--- src/rtl/load_store_unit.sv ---
// Load/store unit between the core memory stage and a synchronous data RAM.
// Handles range/funct3 checks, byte-splitting of sub-word misaligned accesses and load extension.
module load_store_unit #(
    parameter bit          ALLOW_MISALIGNED = 1'b1,
    parameter logic [31:0] ADDR_LIMIT       = 32'h7D04
) (
    input  logic        clk,
    input  logic        reset,
    input  logic        req_valid,
    output logic        req_ready,
    input  logic        req_we,
    input  logic [2:0]  req_funct3,
    input  logic [31:0] req_addr,
    input  logic [31:0] req_wdata,
    output logic        rsp_valid,
    output logic [31:0] rsp_rdata,
    output logic        rsp_err,
    output logic        mem_write,
    output logic        mem_read,
    output logic [2:0]  mem_size,
    output logic [31:0] mem_addr,
    output logic [31:0] mem_wdata,
    input  logic [31:0] mem_rdata
);

    localparam logic [1:0] S_IDLE  = 2'd0;
    localparam logic [1:0] S_ISSUE = 2'd1;
    localparam logic [1:0] S_CAPT  = 2'd2;
    localparam logic [1:0] S_RESP  = 2'd3;

    logic [1:0]  state_reg;
    logic        we_reg;
    logic [2:0]  funct3_reg;
    logic [31:0] addr_reg;
    logic [31:0] wdata_reg;
    logic [31:0] asm_reg;
    logic [2:0]  nbytes_reg;
    logic        byte_mode_reg;
    logic [1:0]  beat_reg;
    logic        err_reg;

    logic [2:0]  req_nbytes;
    logic        f3_bad;
    logic        range_bad;
    logic        misaligned;
    logic        req_err;
    logic        req_byte_mode;
    logic [32:0] req_last;
    logic        last_beat;
    logic [7:0]  wdata_lane [4];

    // Request decode, evaluated on the accept cycle only
    always_comb begin
        case (req_funct3[1:0])
            2'b00:   req_nbytes = 3'd1;
            2'b01:   req_nbytes = 3'd2;
            default: req_nbytes = 3'd4;
        endcase
        f3_bad        = (req_funct3 == 3'b011) || (req_funct3[2:1] == 2'b11) ||
                        (req_we && req_funct3[2]);
        req_last      = {1'b0, req_addr} + {30'd0, req_nbytes} - 33'd1;
        range_bad     = req_last >= {1'b0, ADDR_LIMIT};
        misaligned    = (req_nbytes != 3'd1) && (req_addr[1:0] != 2'b00);
        req_err       = f3_bad || range_bad || (misaligned && !ALLOW_MISALIGNED);
        req_byte_mode = (req_nbytes == 3'd1) || misaligned;
    end

    genvar gi;
    generate
        for (gi = 0; gi < 4; gi++) begin : g_lane
            assign wdata_lane[gi] = wdata_reg[8*gi +: 8];
        end
    endgenerate

    // Whole-word/half ops are always a single beat
    assign last_beat = byte_mode_reg ? ({1'b0, beat_reg} == nbytes_reg - 3'd1) : 1'b1;

    always_ff @(posedge clk or posedge reset) begin
        if (reset) begin
            state_reg     <= S_IDLE;
            we_reg        <= 1'b0;
            funct3_reg    <= 3'd0;
            addr_reg      <= 32'd0;
            wdata_reg     <= 32'd0;
            asm_reg       <= 32'd0;
            nbytes_reg    <= 3'd0;
            byte_mode_reg <= 1'b0;
            beat_reg      <= 2'd0;
            err_reg       <= 1'b0;
        end else begin
            case (state_reg)
                S_IDLE: begin
                    if (req_valid) begin
                        we_reg        <= req_we;
                        funct3_reg    <= req_funct3;
                        addr_reg      <= req_addr;
                        wdata_reg     <= req_wdata;
                        nbytes_reg    <= req_nbytes;
                        byte_mode_reg <= req_byte_mode;
                        beat_reg      <= 2'd0;
                        asm_reg       <= 32'd0;
                        err_reg       <= req_err;
                        state_reg     <= req_err ? S_RESP : S_ISSUE;
                    end
                end
                S_ISSUE: begin
                    if (!we_reg) begin
                        state_reg <= S_CAPT;
                    end else if (last_beat) begin
                        state_reg <= S_RESP;
                    end else begin
                        beat_reg <= beat_reg + 2'd1;
                    end
                end
                S_CAPT: begin
                    if (byte_mode_reg) begin
                        asm_reg[{beat_reg, 3'b000} +: 8] <= mem_rdata[7:0];
                    end else begin
                        asm_reg <= mem_rdata;
                    end
                    if (last_beat) begin
                        state_reg <= S_RESP;
                    end else begin
                        beat_reg  <= beat_reg + 2'd1;
                        state_reg <= S_ISSUE;
                    end
                end
                default: state_reg <= S_IDLE;
            endcase
        end
    end

    assign req_ready = (state_reg == S_IDLE);
    assign rsp_valid = (state_reg == S_RESP);
    assign rsp_err   = rsp_valid && err_reg;

    always_comb begin
        rsp_rdata = 32'd0;
        if (rsp_valid && !we_reg && !err_reg) begin
            case (funct3_reg)
                3'b000:  rsp_rdata = {{24{asm_reg[7]}}, asm_reg[7:0]};
                3'b001:  rsp_rdata = {{16{asm_reg[15]}}, asm_reg[15:0]};
                3'b100:  rsp_rdata = {24'd0, asm_reg[7:0]};
                3'b101:  rsp_rdata = {16'd0, asm_reg[15:0]};
                default: rsp_rdata = asm_reg;
            endcase
        end
    end

    // RAM pins are only non-zero while a beat is being issued
    always_comb begin
        mem_write = 1'b0;
        mem_read  = 1'b0;
        mem_size  = 3'b000;
        mem_addr  = 32'd0;
        mem_wdata = 32'd0;
        if (state_reg == S_ISSUE) begin
            mem_write = we_reg;
            mem_read  = !we_reg;
            mem_size  = byte_mode_reg ? 3'b000 : {1'b0, funct3_reg[1:0]};
            mem_addr  = addr_reg + (byte_mode_reg ? {30'd0, beat_reg} : 32'd0);
            if (we_reg) begin
                mem_wdata = byte_mode_reg ? {24'd0, wdata_lane[beat_reg]} : wdata_reg;
            end
        end
    end

endmodule

--- config.mk ---
export PLATFORM = sky130hd
export DESIGN_NAME = load_store_unit
export DESIGN_NICKNAME = d
export VERILOG_FILES = /design/src/rtl/load_store_unit.sv
export SDC_FILE = /design/constraint.sdc
export NUM_CORES = 1
export LEC_CHECK = 0
export ABC_AREA = 1
export CAP_MARGIN = 20
export CORE_MARGIN = 5
export CORE_UTILIZATION = 52
export CTS_CLUSTER_DIAMETER = 200
export CTS_CLUSTER_SIZE = 25
export DETAILED_ROUTE_END_ITERATION = 8
export PLACE_DENSITY = 0.87
export REMOVE_ABC_BUFFERS = 1
export SYNTH_ARGS = -nofsm -noshare
export SYNTH_HDL_FRONTEND = slang
export SYNTH_SLANG_ARGS = --single-unit
--- constraint.sdc ---
create_clock -name clk -period 4.3 [get_ports clk]
set_clock_uncertainty 0.05 [all_clocks]
set_input_delay 0.43 -clock clk [delete_from_list [all_inputs] [get_ports clk]]
set_output_delay 0.43 -clock clk [all_outputs]
set_load 0.01 [all_outputs]
==> results of run 1 <==
[layout by cell type, fill, tap and decap left out, types with 3 or more instances in the layout]
cell type / netlist / layout
o21ai_0: 90 / 90
nand2_1: 461 / 460
clkinv_1: 3 / 3
a221oi_1: 9 / 9
nand3_1: 56 / 56
o22ai_1: 23 / 23
o31ai_1: 7 / 7
a21oi_1: 70 / 70
xor2_1: 6 / 6
dfrtp_1: 109 / 108
nor2_1: 129 / 129
a22oi_1: 11 / 11
a31oi_1: 3 / 3
inv_1: 279 / 278
inv_2: 6 / 6
nand2_2: 4 / 5
nand4_1: 16 / 16
ha_1: 45 / 45
clkbuf_16: 0 / 9
nor3_1: 28 / 28
a32oi_1: 5 / 5
nor2_2: 4 / 4
clkdlybuf4s50_1: 0 / 205
buf_4: 1 / 7
nand3b_1: 5 / 5
a32o_1: 4 / 4
[area by class of cell]
cell class                      count  area [sq um]  area share (%)
Clock buffer                       11           233            2.02
Clock inverter                      5          83.8           0.728
Inverter                          288          1080            9.40
Multi-Input combinational cell   1007          4990            43.3
Sequential cell                   109          2730            23.7
Tap cell                          225           282            2.44
Timing Repair Buffer              213          2120            18.4
[cell families after synthesis]
| logic type | share of synthesized area [%] |
|---|---|
| AOI/OAI and AO/OA | 14.7 |
| xor gates and xnor gates | 0.783 |
| adders and majority gates | 6.74 |
| buffers and inverters | 13.9 |
| DFF | 30.5 |
| other | 0.0419 |
| and+or+nand+nor | 33.4 |
[worst max-delay path, cell delays in order (launching register included)]
cell	delay, ns
dfrtp_2	0.52
nand2_1	0.14
inv_1	0.09
ha_1	0.20
fa_1	0.20
nand2_1	0.08
nor2_2	0.15
inv_1	0.08
nor2_1	0.13
inv_1	0.08
nor2_1	0.12
nand4_1	0.14
nor2_1	0.14
and3_1	0.27
a21oi_1	0.09
nor3_1	0.17
clkdlybuf4s50_1	0.56
[routing by layer]
layer / share of wire, % / track usage [%]
met1: 39 / 34.2
met2: 49 / 50.1
met3: 7.4 / 2.75
met4: 4.2 / 12.7
met5: 0 / 0
[through the flow]
step / setup WS, ns / cells
after CTS: 0.203 / 1858
after global placement: 0.684 / 1842
after floorplan: 0.106 / 1404
final: 0.333 / 1858
after detailed placement: 0.613 / 1842
after global routing: 0.0737 / 1858
[power by group through the flow]
stage	clock network, uW	registers, uW	logic [uW]
detailed placement	0	1850	2720
global route	937	1900	3060
finish	895	1850	2760
global placement	0	1830	2640
CTS	900	1830	2730
floorplan	0	1760	1730
[how the worst max path moves through the flow]
stage                               from                      end  slack (ns)
2_1_floorplan   state_reg[0]$_DFFE_PP0P_  asm_reg[24]$_DFFE_PP0P_        0.11
3_3_place_gp   byte_mode_reg$_DFFE_PP0P_             mem_addr[26]        0.68
3_5_place_dp   byte_mode_reg$_DFFE_PP0P_             mem_addr[26]        0.61
4_1_cts        byte_mode_reg$_DFFE_PP0P_             mem_addr[26]        0.20
5_1_grt        byte_mode_reg$_DFFE_PP0P_             mem_addr[22]        0.07
6_report       byte_mode_reg$_DFFE_PP0P_             mem_addr[26]        0.33
==> impl_results.md, run 1 <==
* Fmax achieved at 252 MHz
* Clock transition at the registers of the reported paths at 0.08 ns
* CTS buffer count at 9
* Hold Violations, Final at 0
* DRC violation count after routing at 0
* Clock Latency Late Sink at 0.34 ns
* Post-Syn Instances at 1445
* Critical path class: reg -> out
* CTS tree: built
* CP endpoint kind: primary output
* CTS sink count at 109
* Share of the synthesized area in the top cell type at 30.5%
* Critical Path AT at 3.49 ns
* Post-Route Utilization at 67.3%
* PortBufs at 205
* Power Internal at 2990 uW
* Max-cap viol count at 0
* Sw Share at 45.7%
* DR vias at 10030
* GR Overflow Total at 0
* DR WL/cell at 15.6 microns
* Number of global-route vias before repair at 9358
* Post-cts sizing count at 0
* Reg-to-reg critical path endpoint: asm_reg[0]$_DFFE_PP0P_
* DP HPWL at 23.2 mm
* Final Critical Period at 3.97 ns
* Min-Delay Path Class: reg -> reg
* Clock Tree Root: clkbuf_16
* Reg-to-reg startpoint: beat_reg[0]$_DFFE_PP0P_
* Fraction of registers with async set/reset at 100%
* Die area at 19900 sq um
* Nets@finish at 1778
* DRT Pass-1 Iters at 6
* Final Hold Slack at 0.453 ns
* Cell Rows at 48
* Post-CTS setup buffer count at 0
* RD Place Congestion at 0.928
* Sequential-to-total area share from yosys stat at 30.5%
* Worst relative slew slack at 39.0%
* DP Area at 11200 sq um
* Slew @ Worst Pin at 0.916 ns
* Leak Pwr at 0.00575 uW
* Number of synthesized flops with an enable pin at 0
* First-pass GRT wire length at 45.4 mm
* Largest net degree at the start of global routing at 88
* # setup viols final at 0
* H-tree lvl count at 3
* R2R Setup Slk at 1.10 ns
* Worst R2R Path Depth at 7
* N_diodes at 0
* PwrDens at 477 nW/um^2
* Unique masters post-synth at 49
* # IOs at 207
* Yosys Warn Count at 0
* Synth-to-layout area growth at 28.7%
* Fillers at 1513
* Starting Density at 52.3%
* Status: finished clean
* Flop pwr share at 33.6%
* Number of hold buffers added after CTS at 0
* Layout cells sized above 1 at 3.18%
* Clock buffer depth at 2
* Switching Power at 2510 uW
* Hold Path Sink: addr_reg[0]$_DFFE_PP0P_
* Initial DRC count at 781
* Routed Antenna Nets at 0
* Final wirelength at 29.0 mm
* RSZ-0062 raised after global routing: no
* Synthesized cell area at 8950 sq um
* Post-synth top cells: nand2_1, inv_1, nor2_1
* Die Ht at 141 microns
* Post-Syn Area per Cell at 6.20 sq um
* Synth Flop Type: dfrtp_1
* Count leader, synth: nand2_1
* Clock power share at 16.3%
* Yosys reg bits at 109
* Overall Global Routing Usage at 28.1%
* Total power at 5500 uW
* Max rail drop VDD at 0.297 mV
* CP Launch Type: flop
* Max-slew violations at 0
* Initial antenna violation count at 0
* Combinational power share at 50.1%
* Worst hold path depth at 2
* Core area at 17100 sq um
* Via density per instance at 5.40
* Die Wd at 141 microns
* Synth area leaders: dfrtp_1, nand2_1, inv_1
* Period utilisation layout at 92.2%
* Design Area, Final at 11500 sq um
* Setup TNS Final at 0 ns
* HP Start: addr_reg[0]$_DFFE_PP0P_
* Crit-path max FO at 15
* Area leader, netlist: dfrtp_1
* Req. time, crit path at 3.82 ns
(Power assumes the default switching activity.)
==> inputs of run 2 (changes only) <==
RECOVER_POWER = 50   (was unset)
==> run 2 against run 1 <==
Worst setup slack worse by 0.012 ns. Register-to-register slack worse by 0.15 ns. Count of clock-buffer cells in the layout stayed put. Sequential power hardly changed. Final cell count stayed put. Sequential share of layout area hardly changed. Largest cell class unchanged. Critical endpoint is now mem_addr[20]. Power is 0.15% higher. The run now ends with max-capacitance violations, max-slew violations left. Utilization is 0.051 points lower. Largest power group unchanged.
==> impl_results.md, run 2 (synthesis results as in run 1) <==
* Number of hold buffers added after CTS at 0
* Req. time, crit path at 3.82 ns
* Largest net degree at the start of global routing at 88
* Clock transition at the registers of the reported paths at 0.08 ns
* Most frequent cells in the layout: nand2_1, inv_1, clkdlybuf4s50_1
* Number of global-route vias before repair at 9358
* GR Overflow Total at 0
* CTS buffer count at 9
* Synth-to-layout area growth at 28.6%
* Slew @ Worst Pin at 2.75 ns
* Clock Latency Late Sink at 0.35 ns
* Clock Tree Root: clkbuf_16
* Routed Antenna Nets at 0
* Via density per instance at 5.38
* Max-slew violations at 129
* H-tree lvl count at 3
* Die Ht at 141 microns
* Post-Route Utilization at 67.3%
* Reg-to-reg startpoint: state_reg[1]$_DFFE_PP0P_
* DRT Pass-1 Iters at 5
* WL met1 at 11.4 mm
* PortBufs at 205
* Critical path class: reg -> out
* Final wirelength at 29.0 mm
* Crit path launch: byte_mode_reg$_DFFE_PP0P_
* Critical Path AT at 3.50 ns
* CP Launch Type: flop
* CTS tree: built
* Nets@finish at 1778
* CTS sink count at 109
* RSZ-0062 raised after global routing: no
* RD Place Congestion at 0.928
* Cell Rows at 48
* Starting Density at 52.3%
* Core area at 17100 sq um
* Commonest non-fill, non-tap cell in the layout: nand2_1
* # setup viols final at 0
* Status: complete, but fails checks
* DR vias at 9987
* Met3 routed WL at 2.15 mm
* Die area at 19900 sq um
* DRC violation count after routing at 0
* Period utilisation layout at 92.5%
* DR WL/cell at 15.6 microns
* Leak Pwr at 0.00574 uW
* Overall Global Routing Usage at 28.1%
* Max rail drop VDD at 0.283 mV
* R2R Setup Slk at 0.95 ns
* Initial antenna violation count at 0
* Clock buffer depth at 2
* Die Wd at 141 microns
* Initial DRC count at 737
* DR WL met2 at 14.3 mm
* First-pass GRT wire length at 45.4 mm
* Worst R2R Path Depth at 7
* Hold Violations, Final at 0
* Max-cap viol count at 2
* Critical path endpoint: mem_addr[20]
* Final Critical Period at 3.98 ns
* Worst relative slew slack at -83.6%
* # IOs at 207
* Highest metal layer with signal wires: met4
* CP endpoint kind: primary output
* Fmax achieved at 251 MHz
* PwrDens at 478 nW/um^2
* Reg-to-reg critical path endpoint: funct3_reg[1]$_DFFE_PP0P_
* DP HPWL at 23.2 mm
* N_diodes at 0
* Min-Delay Path Class: reg -> reg
* Failing checks: max-capacitance violations, max-slew violations
* Crit-path max FO at 15
* Setup TNS Final at 0 ns
* Layout cells sized above 1 at 3.06%
* Final Hold Slack at 0.451 ns
==> run 2: cell types whose count changed in the layout (fill, tap and decap cells not counted) <==
cell	before	now
buf_4	7	5
clkbuf_1	2	3
clkdlybuf4s50_1	205	204
inv_1	278	279
dlygate4sd3_1	0	1
inv_4	1	0
clkbuf_2	0	1
==> run 2: cell type report <==
| cell class | count | area (sq um) |
|---|---|---|
| Clock buffer | 11 | 233 |
| Clock inverter | 5 | 83.8 |
| Fill cell | 1517 | 5600 |
| Inverter | 288 | 1080 |
| Multi-Input combinational cell | 1007 | 4990 |
| Sequential cell | 109 | 2730 |
| Tap cell | 225 | 282 |
| Timing Repair Buffer | 213 | 2120 |
==> run 2: how the worst min path moves through the flow <==
stage | startpoint | endpoint | slack [ns] | cells after the start
final | addr_reg[0]$_DFFE_PP0P_ | addr_reg[0]$_DFFE_PP0P_ | 0.45 | 2
after global routing | wdata_reg[20]$_DFFE_PP0P_ | wdata_reg[20]$_DFFE_PP0P_ | 0.48 | 2
after CTS | addr_reg[0]$_DFFE_PP0P_ | addr_reg[0]$_DFFE_PP0P_ | 0.46 | 2
after detailed placement | addr_reg[0]$_DFFE_PP0P_ | addr_reg[0]$_DFFE_PP0P_ | 0.44 | 2
after global placement | addr_reg[0]$_DFFE_PP0P_ | addr_reg[0]$_DFFE_PP0P_ | 0.44 | 2
after floorplan | nbytes_reg[1]$_DFFE_PP0P_ | nbytes_reg[1]$_DFFE_PP0P_ | 0.40 | 2
==> run 2: metal layers <==
metal  vias up  GRT usage [%]
met5         -              0
met4         0           12.7
met3        81           2.75
met2       421           50.1
met1      4572           34.2
li1       4913              -
==> run 2: critical path, cell delays in order (launching register included) <==
cell	delay [ns]
dfrtp_2	0.52
nand2_1	0.14
inv_1	0.10
ha_1	0.20
fa_1	0.20
nand2_1	0.08
nor2_2	0.15
nand2_2	0.10
nor2_4	0.13
nand3_2	0.09
nor2_2	0.13
nand2_2	0.07
nor2_2	0.10
nand2_1	0.07
inv_2	0.08
nand3_4	0.09
o21ai_1	0.13
nor3b_2	0.19
clkdlybuf4s50_1	0.58
==> run 2: repair_timing <==
action	CTS	global route
resized for setup	0	1
endpoints found under the setup margin	0	4
buffers inserted	0	0
==> run 2: through the flow <==
| step | setup WS [ns] | cells | instance area (sq um) | total power, uW |
|---|---|---|---|---|
| after detailed placement | 0.613 | 1842 | 11200 | 4560 |
| final | 0.321 | 1858 | 11500 | 5510 |
| after floorplan | 0.106 | 1404 | 8790 | 3490 |
| after CTS | 0.203 | 1858 | 11500 | 5460 |
| after global routing | 0.0737 | 1858 | 11500 | 5910 |
| after global placement | 0.684 | 1842 | 11200 | 4470 |
==> run 2: report_power, final <==
group          internal (uW)  switching (uW)
Combinational           1030            1740
Sequential              1450             393
Clock                    514             382
